[config.mk]
export PLATFORM = sky130hd
export DESIGN_NAME = turn_state_timer_flat
export DESIGN_NICKNAME = d
export VERILOG_FILES = /design/src/rtl/turn_state_timer_if.sv /design/src/rtl/turn_state_timer.sv /design/src/flat_wrapper.sv
export SDC_FILE = /design/constraint.sdc
export NUM_CORES = 1
export LEC_CHECK = 0
export CAP_MARGIN = 5
export CORE_ASPECT_RATIO = 0.7
export CORE_UTILIZATION = 52
export CTS_CLUSTER_DIAMETER = 150
export CTS_CLUSTER_SIZE = 20
export DETAILED_ROUTE_END_ITERATION = 12
export HOLD_SLACK_MARGIN = 0.06
export PLACE_DENSITY = 0.76
export SLEW_MARGIN = 10
export SYNTH_ARGS = -nofsm -noshare
export SYNTH_HDL_FRONTEND = slang
export SYNTH_SLANG_ARGS = --single-unit
[constraint.sdc]
create_clock -name clock -period 1.95 [get_ports clock]
set_clock_uncertainty 0.2 [all_clocks]
set_input_delay 0.2925 -clock clock [delete_from_list [all_inputs] [get_ports clock]]
set_output_delay 0.2925 -clock clock [all_outputs]
set_load 0.01 [all_outputs]
[src/rtl/turn_state_timer_if.sv]
// rtl/turn_state_timer_if.sv - game-flow sequencer bus between move/checker logic and the sequencer
//
// Purpose: bundles the turn sequencer's control inputs and status outputs.
// Signals:
//   start        master->slave  begin a game from IDLE or an end state
//   move_valid   master->slave  1-cycle pulse, current player committed a legal move
//   win_detect   master->slave  board checker: last move completed a line
//   draw_detect  master->slave  board checker: board full, no line
//   state        slave->master  4-bit FSM state code
//   Timer        slave->master  remaining ticks in the current turn
//   player       slave->master  0 = P1, 1 = P2
//   move_accept  slave->master  1-cycle pulse, move registered
//   timeout      slave->master  1-cycle pulse, turn expired
interface turn_state_timer_if #(
    parameter int TIMER_W = 8
);
    logic               start;
    logic               move_valid;
    logic               win_detect;
    logic               draw_detect;
    logic [3:0]         state;
    logic [TIMER_W-1:0] Timer;
    logic               player;
    logic               move_accept;
    logic               timeout;

    modport master (
        output start, move_valid, win_detect, draw_detect,
        input  state, Timer, player, move_accept, timeout
    );

    modport slave (
        input  start, move_valid, win_detect, draw_detect,
        output state, Timer, player, move_accept, timeout
    );
endinterface

[src/rtl/turn_state_timer.sv]
// rtl/turn_state_timer.sv - tic-tac-toe turn sequencer with prescaled per-turn countdown
//
// Purpose: tracks whose turn it is, counts down TURN_TIME prescaled ticks per turn,
// and sequences the check / win / draw states after each committed move.
// Ports:
//   clock  in   system clock, rising edge
//   reset  in   synchronous, active-high
//   bus    slave modport of turn_state_timer_if (inputs start/move_valid/win_detect/
//          draw_detect; registered outputs state/Timer/player/move_accept/timeout)
// Configuration macro:
//   TURN_TIMEOUT_FORFEIT_EN  undefined: an expired turn passes to the opponent
//                            defined:   an expired turn forfeits the game to the opponent
module turn_state_timer #(
    parameter int CLK_DIV   = 50_000_000,
    parameter int TIMER_W   = 8,
    parameter int TURN_TIME = 30
) (
    input  logic              clock,
    input  logic              reset,
    turn_state_timer_if.slave bus
);

    typedef enum logic [3:0] {
        S_IDLE    = 4'd0,
        S_P1_TURN = 4'd1,
        S_P2_TURN = 4'd2,
        S_CHECK1  = 4'd3,
        S_CHECK2  = 4'd4,
        S_P1_WIN  = 4'd5,
        S_P2_WIN  = 4'd6,
        S_DRAW    = 4'd7
    } state_e;

    // A 1-bit prescaler keeps CLK_DIV=1 legal; it then sits at 0 and ticks every cycle.
    localparam int                 PS_W     = (CLK_DIV > 1) ? $clog2(CLK_DIV) : 1;
    localparam logic [PS_W-1:0]    PS_MAX   = PS_W'(CLK_DIV - 1);
    localparam logic [TIMER_W-1:0] TIME_MAX = TIMER_W'(TURN_TIME);

    state_e             state_q, state_d;
    logic [TIMER_W-1:0] timer_q, timer_d;
    logic [PS_W-1:0]    ps_q, ps_d;
    logic               player_q, player_d;
    logic               move_accept_q, move_accept_d;
    logic               timeout_q, timeout_d;
    logic               tick;

    assign tick = (ps_q == PS_MAX);

    always_comb begin
        state_d       = state_q;
        timer_d       = timer_q;
        ps_d          = ps_q;
        player_d      = player_q;
        move_accept_d = 1'b0;
        timeout_d     = 1'b0;

        case (state_q)
            S_IDLE, S_P1_WIN, S_P2_WIN, S_DRAW: begin
                if (bus.start) begin
                    state_d  = S_P1_TURN;
                    timer_d  = TIME_MAX;
                    player_d = 1'b0;
                    ps_d     = '0;
                end
            end

            S_P1_TURN, S_P2_TURN: begin
                ps_d = tick ? '0 : ps_q + PS_W'(1);
                // A committed move wins over an expiring tick on the same edge.
                if (bus.move_valid) begin
                    state_d       = (state_q == S_P1_TURN) ? S_CHECK1 : S_CHECK2;
                    move_accept_d = 1'b1;
                end else if (tick) begin
                    if (timer_q > TIMER_W'(1)) begin
                        timer_d = timer_q - TIMER_W'(1);
                    end else begin
                        timeout_d = 1'b1;
`ifdef TURN_TIMEOUT_FORFEIT_EN
                        state_d = (state_q == S_P1_TURN) ? S_P2_WIN : S_P1_WIN;
                        timer_d = '0;
`else
                        state_d  = (state_q == S_P1_TURN) ? S_P2_TURN : S_P1_TURN;
                        timer_d  = TIME_MAX;
                        player_d = ~player_q;
                        ps_d     = '0;
`endif
                    end
                end
            end

            S_CHECK1, S_CHECK2: begin
                if (bus.win_detect) begin
                    state_d = (state_q == S_CHECK1) ? S_P1_WIN : S_P2_WIN;
                end else if (bus.draw_detect) begin
                    state_d = S_DRAW;
                end else begin
                    state_d  = (state_q == S_CHECK1) ? S_P2_TURN : S_P1_TURN;
                    timer_d  = TIME_MAX;
                    player_d = ~player_q;
                    ps_d     = '0;
                end
            end

            // Unused codes recover to a clean IDLE.
            default: begin
                state_d  = S_IDLE;
                timer_d  = '0;
                player_d = 1'b0;
                ps_d     = '0;
            end
        endcase
    end

    always_ff @(posedge clock) begin
        if (reset) begin
            state_q       <= S_IDLE;
            timer_q       <= '0;
            ps_q          <= '0;
            player_q      <= 1'b0;
            move_accept_q <= 1'b0;
            timeout_q     <= 1'b0;
        end else begin
            state_q       <= state_d;
            timer_q       <= timer_d;
            ps_q          <= ps_d;
            player_q      <= player_d;
            move_accept_q <= move_accept_d;
            timeout_q     <= timeout_d;
        end
    end

    assign bus.state       = state_q;
    assign bus.Timer       = timer_q;
    assign bus.player      = player_q;
    assign bus.move_accept = move_accept_q;
    assign bus.timeout     = timeout_q;

endmodule

[src/flat_wrapper.sv]
// flat-port wrapper written by rule: the top's interface ports become plain ports
module turn_state_timer_flat 
#(
    parameter int CLK_DIV   = 50_000_000,
    parameter int TIMER_W   = 8,
    parameter int TURN_TIME = 30
)
  (clock, reset, bus_start, bus_move_valid, bus_win_detect, bus_draw_detect, bus_state, bus_Timer, bus_player, bus_move_accept, bus_timeout);
  turn_state_timer_if #(.TIMER_W(TIMER_W)) bus_i ();
  input  logic clock;
  input  logic reset;
  input wire logic [$bits(bus_i.start)-1:0] bus_start;
  input wire logic [$bits(bus_i.move_valid)-1:0] bus_move_valid;
  input wire logic [$bits(bus_i.win_detect)-1:0] bus_win_detect;
  input wire logic [$bits(bus_i.draw_detect)-1:0] bus_draw_detect;
  output wire logic [$bits(bus_i.state)-1:0] bus_state;
  output wire logic [$bits(bus_i.Timer)-1:0] bus_Timer;
  output wire logic [$bits(bus_i.player)-1:0] bus_player;
  output wire logic [$bits(bus_i.move_accept)-1:0] bus_move_accept;
  output wire logic [$bits(bus_i.timeout)-1:0] bus_timeout;
  assign bus_i.start = bus_start;
  assign bus_i.move_valid = bus_move_valid;
  assign bus_i.win_detect = bus_win_detect;
  assign bus_i.draw_detect = bus_draw_detect;
  assign bus_state = bus_i.state;
  assign bus_Timer = bus_i.Timer;
  assign bus_player = bus_i.player;
  assign bus_move_accept = bus_i.move_accept;
  assign bus_timeout = bus_i.timeout;
  turn_state_timer #(.CLK_DIV(CLK_DIV), .TIMER_W(TIMER_W), .TURN_TIME(TURN_TIME)) u_core (.clock(clock), .reset(reset), .bus(bus_i));
endmodule
==> results of run 1 <==
[per-stage QoR]
step,power [mW],setup TNS [ns],instance area [sq um]
floorplan,2.461,-1.681,2547
global placement,3.493,-15.13,3373
detailed placement,3.572,-17.13,3373
CTS,4.463,-6.472,3643
global route,5.287,-14.06,3854
finish,5.155,-10.95,3854
[cell usage after synthesis, drive strengths merged (7+ instances only)]
cell / count / share of area
or3: 14 / 0.038
nand2: 15 / 0.023
o21ai: 18 / 0.037
nand4: 9 / 0.023
inv: 10 / 0.016
nand3: 12 / 0.025
buf: 12 / 0.031
dfxtp: 40 / 0.33
a21oi: 25 / 0.053
nor2: 27 / 0.045
a211oi: 9 / 0.028
nor3: 7 / 0.014
[power groups by stage]
stage	Sequential (mW)	Clock, mW	Combinational [mW]
after floorplan	1.10	0	1.36
after global placement	1.05	0	2.44
after detailed placement	1.05	0	2.52
after CTS	1.04	0.539	2.88
after global routing	1.08	0.571	3.63
final	1.08	0.558	3.52
[worst register-to-register path, delay by kind of cell, from the launching register on]
family                 cells  cell delay (ns)
XOR/XNOR                   1             0.22
AO/OA/AOI/OAI              1             0.63
buffers and inverters      1             0.22
flip-flops                 1             0.46
AND/OR/NAND/NOR            3             0.51
[repair_timing]
item	CTS	global route
setup endpoints to repair	39	41
gates cloned	2	1
buffers inserted	9	7
pin swaps	19	12
hold endpoints to repair	0	0
resized for setup	25	39
[layer usage]
layer | share of wire | GRT usage | vias to the layer above
li1 | - | - | 1344
met1 | 0.36 | 0.4721 | 1512
met2 | 0.42 | 0.5609 | 333
met3 | 0.14 | 0.08078 | 111
met4 | 0.074 | 0.1985 | 0
met5 | 0 | 0 | -
[state kept, by name (all words and copies together), names as in the netlist]
| signal | flops |
|---|---|
| u_core.bus.player | 1 |
| u_core.bus.state | 3 |
| u_core.ps_q | 26 |
| u_core.bus.Timer | 8 |
| u_core.bus.move_accept | 1 |
| u_core.bus.timeout | 1 |
[placed cells by master, fill, tap and decap left out, drive strengths merged, types with 3 or more instances in the layout]
| cell | netlist | final |
|---|---|---|
| or4b | 3 | 3 |
| nand4 | 9 | 9 |
| nor2 | 27 | 27 |
| o31ai | 6 | 6 |
| nor3 | 7 | 7 |
| a211oi | 9 | 9 |
| inv | 10 | 10 |
| and4 | 4 | 4 |
| nor2b | 3 | 3 |
| clkbuf | 3 | 7 |
| buf | 12 | 105 |
| a21oi | 25 | 25 |
| or4 | 6 | 6 |
| a31oi | 3 | 3 |
| clkdlybuf4s50 | 0 | 16 |
| o2111ai | 3 | 3 |
| or3 | 14 | 14 |
| ha | 6 | 6 |
| nand3 | 12 | 12 |
| nor4 | 3 | 3 |
| dlymetal6s2s | 0 | 3 |
| dfxtp | 40 | 40 |
| a21o | 3 | 3 |
| xor2 | 5 | 5 |
| o211ai | 5 | 5 |
| nand2 | 15 | 15 |
| and3 | 5 | 5 |
| nand2b | 3 | 3 |
| o21ai | 18 | 18 |
| xnor2 | 6 | 6 |
[final cells by class]
class | instances | share of cell area
inverter | 10 | 0.009740
multi-input combinational | 229 | 0.4669
sequential | 40 | 0.2140
timing repair buffer | 125 | 0.2714
tap | 55 | 0.01786
clock buffer | 6 | 0.01883
clock inverter | 1 | 0.001299
[worst max-delay path by stage]
stage / start / to / slack, ns / depth (start not counted)
CTS: u_core.bus.Timer[2] / u_core.bus.Timer[7] / -0.25 / 6
global placement: bus_start / u_core.bus.Timer[6] / -0.49 / 6
finish: u_core.ps_q[11] / u_core.ps_q[18] / -0.38 / 6
global route: u_core.ps_q[11] / u_core.bus.state[0] / -0.54 / 5
floorplan: u_core.bus.Timer[1] / u_core.bus.Timer[7] / -0.11 / 5
detailed placement: bus_draw_detect / u_core.bus.Timer[6] / -0.56 / 6
[kinds of logic after synthesis]
kind of cell	Yosys count
and+or+nand+nor	122
AOI/OAI and AO/OA	85
DFF	40
buffers and inverters	25
xor gates and xnor gates	11
adders and majority gates	6
muxes	3
other	1
==> summary.txt, run 1 <==
worst skew pair latency = 0.31 ns
Final Hold Viols = 0
Fill cells = 214
initial core utilization = 0.5494
worst slew pin tran = 0.6152 ns
Comb pwr share = 0.682
largest net degree at the start of global routing = 13
status = complete, but fails checks
dominant synthesized flop cell = dfxtp_1
Post-Place Cells = 441
Reg clk slew, reported paths = 0.07 ns
Worst setup EP type = register
worst flop-to-flop path startpoint = u_core.ps_q[11]
Initial DRC Count = 605
grt ovf = 0
violated checks = setup timing
area grow syn2layout = 59.26%
final core utilization = 0.8750
adder-cell share of the synthesized area = 0.03102
vias in the first global route = 2,723
Cells after Synth = 293
Crit path buffers/inverters = 1
Synth warnings = 0
FF+latch area = 824.5 sq um
Internal Power = 2.854 mW
Hold Path Class = register to register
area of the die = 0.004935 sq mm
routed vias/inst = 7.082
number of flops mapped to enable cells by yosys = 0
Clk pwr share = 0.108
Crit path max-delay family = compound AO/OA/AOI/OAI gates
RSZ-0062 raised after global routing = true
Die X = 83.54 um
GRT Resource Usage Total = 0.3598
Avg Inst Size Synth = 8.259 sq um
CP Data Required Time = 1.95 ns
Peak Freq = 429.0 MHz
CTS tree = yes
post-synthesis mux area share = 0.01344
DR DRC count = 0
H-Tree Depth = 2
worst slack, placed = -0.5581 ns
fin cells = 466
post-synthesis sequential element count = 40
WL final = 11,250 um
Static Leak = 1.491 nW
XOR/XNOR Fraction of Synth Area = 0.03981
final worst slack = -0.3811 ns
Psw = 2.301 mW
max incr delay on CP = 0.63 ns
area of the multi-input gates = 0.001799 sq mm
hpwl dp = 5439 um
Worst Path Arrival = 2.33 ns
crit start category = register
DR WL/cell = 24.14 um
Clock Path Buffers = 2
first-pass GRT wire length = 13,590 um
PD cells = 1338 mW/mm^2
end of the worst hold path = u_core.ps_q[12]
Register-to-Register Path Depth = 6
Setup violations, final = 39
MaxCap Viol Count = 0
CP Class = register to register
# clock sinks = 40
Antenna Nets Post-Route = 0
Site Rows = 20
crit-path max FO = 7
layout cell share with drive strength beyond 1 = 0.4599
crit-path cells = buf_4 -> and4_1 -> nand4_1 -> a2111oi_0 -> xnor2_1 -> nor2_2
hold slack = 0.3034 ns
TritonCTS Buffers = 5
crit share post-route = 1.195
Distinct cells, synth = 63
fraction of registers with async set/reset = 0
area of the mapped netlist = 0.002420 sq mm
core box area = 0.004404 sq mm
vias after detailed routing = 3,300
GP Congestion = 0.9106
Synth Area in Compound Gates = 0.2332
R2R setup slack = -0.38 ns
minimum clock period = 2.331 ns
FF-to-FF End = u_core.ps_q[18]
IO buf count = 19
Hold Path Origin = u_core.ps_q[12]
CTS root buffer = clkbuf_8
largest family of logic cells by synthesized area = simple AND/OR/NAND/NOR gates
slowest library cell on the worst path = a2111oi_0
Post-CTS Hold Buffers = 0
Max Slew Vio Count = 0
number of diodes = 0
sequential fraction of the synthesis area = 0.3309
VDD IR-drop max = 0.0009522 V
Final #Nets = 423
drt first pass iters = 6
Sw Share = 0.4463
sequential share of power = 0.210
num ports = 21
initial antenna violation count = 0
Rel. slew slack = 0.5793
Die Ht = 59.08 um
simple-gate share of the synthesized area = 0.2989
hold path depth = 2
Syn Nets = 305
(Power assumes the default switching activity.)
==> inputs of run 2 (changes only) <==
Settings changed: CORE_UTILIZATION 52 to 62, PLACE_DENSITY 0.76 to 0.85.
Clock period 1.95 ns to 2.9 ns, I/O delays scaled along.
==> run 2 against run 1 <==
  * Combinational power down 66%
  * Final area down 28%
  * Critical path type is now input pin to register
  * Core utilization down 11 points
  * Sequential share of layout area up 7.6 points
  * Wire length down 49%
  * Non-clock buffer count down 97
  * Total power down 55%
  * Die area down 16%
  * The run now ends clean
  * First-iteration DRC count down 63%
  * Highest routed layer unchanged
==> summary.txt, run 2 (same netlist as run 1, synthesis figures left out) <==
status = completed
MaxCap Viol Count = 0 (unchanged)
area of the multi-input gates = 0.001495 sq mm (-17%)
Final #Nets = 325 (-23%)
worst slew pin tran = 0.5574 ns (-0.05773 ns)
TritonCTS Buffers = 5 (unchanged)
# clock sinks = 40 (unchanged)
initial antenna violation count = 0 (unchanged)
Most flops, register = u_core.ps_q
VDD IR-drop max = 0.0006194 V (-35%)
vias in the first global route = 1,839 (-32%)
number of diodes = 0 (unchanged)
commonest non-fill, non-tap cells in the layout = dfxtp_1 (40), nor2_1 (26), a21oi_1 (24)
PD cells = 845.4 mW/mm^2 (-37%)
routed vias/inst = 6.515 (-8.0%)
area grow syn2layout = 14.17%
Die Ht = 54.27 um (-8.1%)
CP Class = input pin to register
Global Route met1 Usage = 0.4395 (-0.03263)
vias after detailed routing = 2,365 (-28%)
DR DRC count = 0 (unchanged)
Site Rows = 18 (-10%)
IO buf count = 19 (unchanged)
crit share post-route = 0.8577
Max Slew Vio Count = 0 (unchanged)
largest net degree at the start of global routing = 20 (+7)
Final Hold Viols = 0 (unchanged)
CP Data Required Time = 2.92 ns (+0.97 ns)
H-Tree Depth = 2 (unchanged)
initial core utilization = 0.6674 (+0.1179)
met2 Usage GRT = 0.4122 (-0.1487)
drt first pass iters = 5 (-1)
crit start category = input pin
CTS tree = yes
first-pass GRT wire length = 9108 um (-33%)
GP Congestion = 0.8769 (-3.7%)
Setup violations, final = 0 (-100%)
Hold Path Class = register to register
CTS root buffer = clkbuf_8
Post-CTS Hold Buffers = 0 (unchanged)
Worst Path Arrival = 2.50 ns (+0.17 ns)
Post-CTS Setup Bufs = 0 (-9)
Clock Path Buffers = 2 (unchanged)
met3 usage = 0.06500 (-0.01578)
minimum clock period = 2.487 ns
Gates resized, CTS repair = 0 (-100%)
setup tns final = 0 ns (+10.95 ns)
Die X = 76.67 um (-8.2%)
Reg clk slew, reported paths = 0.07 ns (about the same)
layout cell share with drive strength beyond 1 = 0.09585 (-0.3640)
core box area = 0.003626 sq mm (-18%)
Rel. slew slack = 0.6188 (+0.03948)
WL final = 5738 um (-49%)
DR WL/cell = 15.81 um (-35%)
num ports = 21 (unchanged)
Most Used Layer, Global Route = met1
FF+latch area = 800.8 sq um (-2.9%)
area of the die = 0.004161 sq mm (-16%)
number of flip-flops in the largest register = 26 (unchanged)
crit-path max FO = 10 (+3)
Fill cells = 270 (+26%)
Worst setup EP type = register
post-layout power = 2.336 mW (-55%)
Antenna Nets Post-Route = 0 (unchanged)
GRT Resource Usage Total = 0.2871 (-0.07269)
commonest non-fill, non-tap cell in the layout = dfxtp_1
Static Leak = 0.9277 nW (-38%)
worst skew pair latency = 0.29 ns (-0.02 ns)
RSZ-0062 raised after global routing = false
grt ovf = 0 (unchanged)
hpwl dp = 4246 um (-22%)
Peak Freq = 402.0 MHz
Initial DRC Count = 222 (-63%)
## run 2: metrics by stage
| step | utilization | cell area, sq um | setup WS (ns) | hold slack [ns] | std cells |
|---|---|---|---|---|---|
| after floorplan | - | 2420 | 0.7786 | 0.2552 | 293 |
| after global placement | 0.7353 | 2666 | 0.2077 | 0.2720 | 356 |
| after detailed placement | 0.7353 | 2666 | 0.1277 | 0.2813 | 356 |
| after CTS | 0.7619 | 2763 | 0.4224 | 0.2934 | 363 |
| after global routing | 0.7619 | 2763 | 0.2623 | 0.3411 | 363 |
| final | 0.7619 | 2763 | 0.4127 | 0.2941 | 363 |
## run 2: path summary, 6_finish.rpt
| check | start | endpoint | slack (ns) | cells past startpoint |
|---|---|---|---|---|
| min reg2reg | u_core.ps_q[23] | u_core.ps_q[23] | 0.29 | 2 |
| max | bus_win_detect | u_core.ps_q[25] | 0.41 | 6 |
| max reg2reg | u_core.bus.state[1] | u_core.ps_q[25] | 0.45 | 5 |
| min | u_core.ps_q[23] | u_core.ps_q[23] | 0.29 | 2 |
## run 2: final cells by class
cell class,instances,area share
clock buffers,7,0.03487
inverters,10,0.01359
multi-input cells,228,0.5412
flip-flops and latches,40,0.2899
well taps,50,0.02264
repair buffers,28,0.09783
## run 2: critical path, cell delays in order
cell and delay (ns):
clkdlybuf4s50_1 0.47, o211ai_1 0.22, and3_1 0.45, o211ai_2 0.24, or4_1 0.54, a21oi_1 0.16
## run 2: layer usage
metal	wire (um)	part of all wire
met1	2762	0.48
met2	2429	0.42
met3	519	0.090
met4	26	0.0045
met5	0	0
## run 2: where the power goes
group          switching (mW)  leakage (nW)  internal, mW  total, mW
combinational           0.680         0.553         0.521       1.20
sequential              0.117         0.325         0.624      0.741
clock                   0.182        0.0503         0.212      0.394
total                   0.979         0.928          1.36       2.34
==> inputs of run 3 (changes only) <==
Settings changed: CAP_MARGIN 5 to not set.
==> results of run 3 <==
Final layout, timing and power as in run 2 (identical DEF).
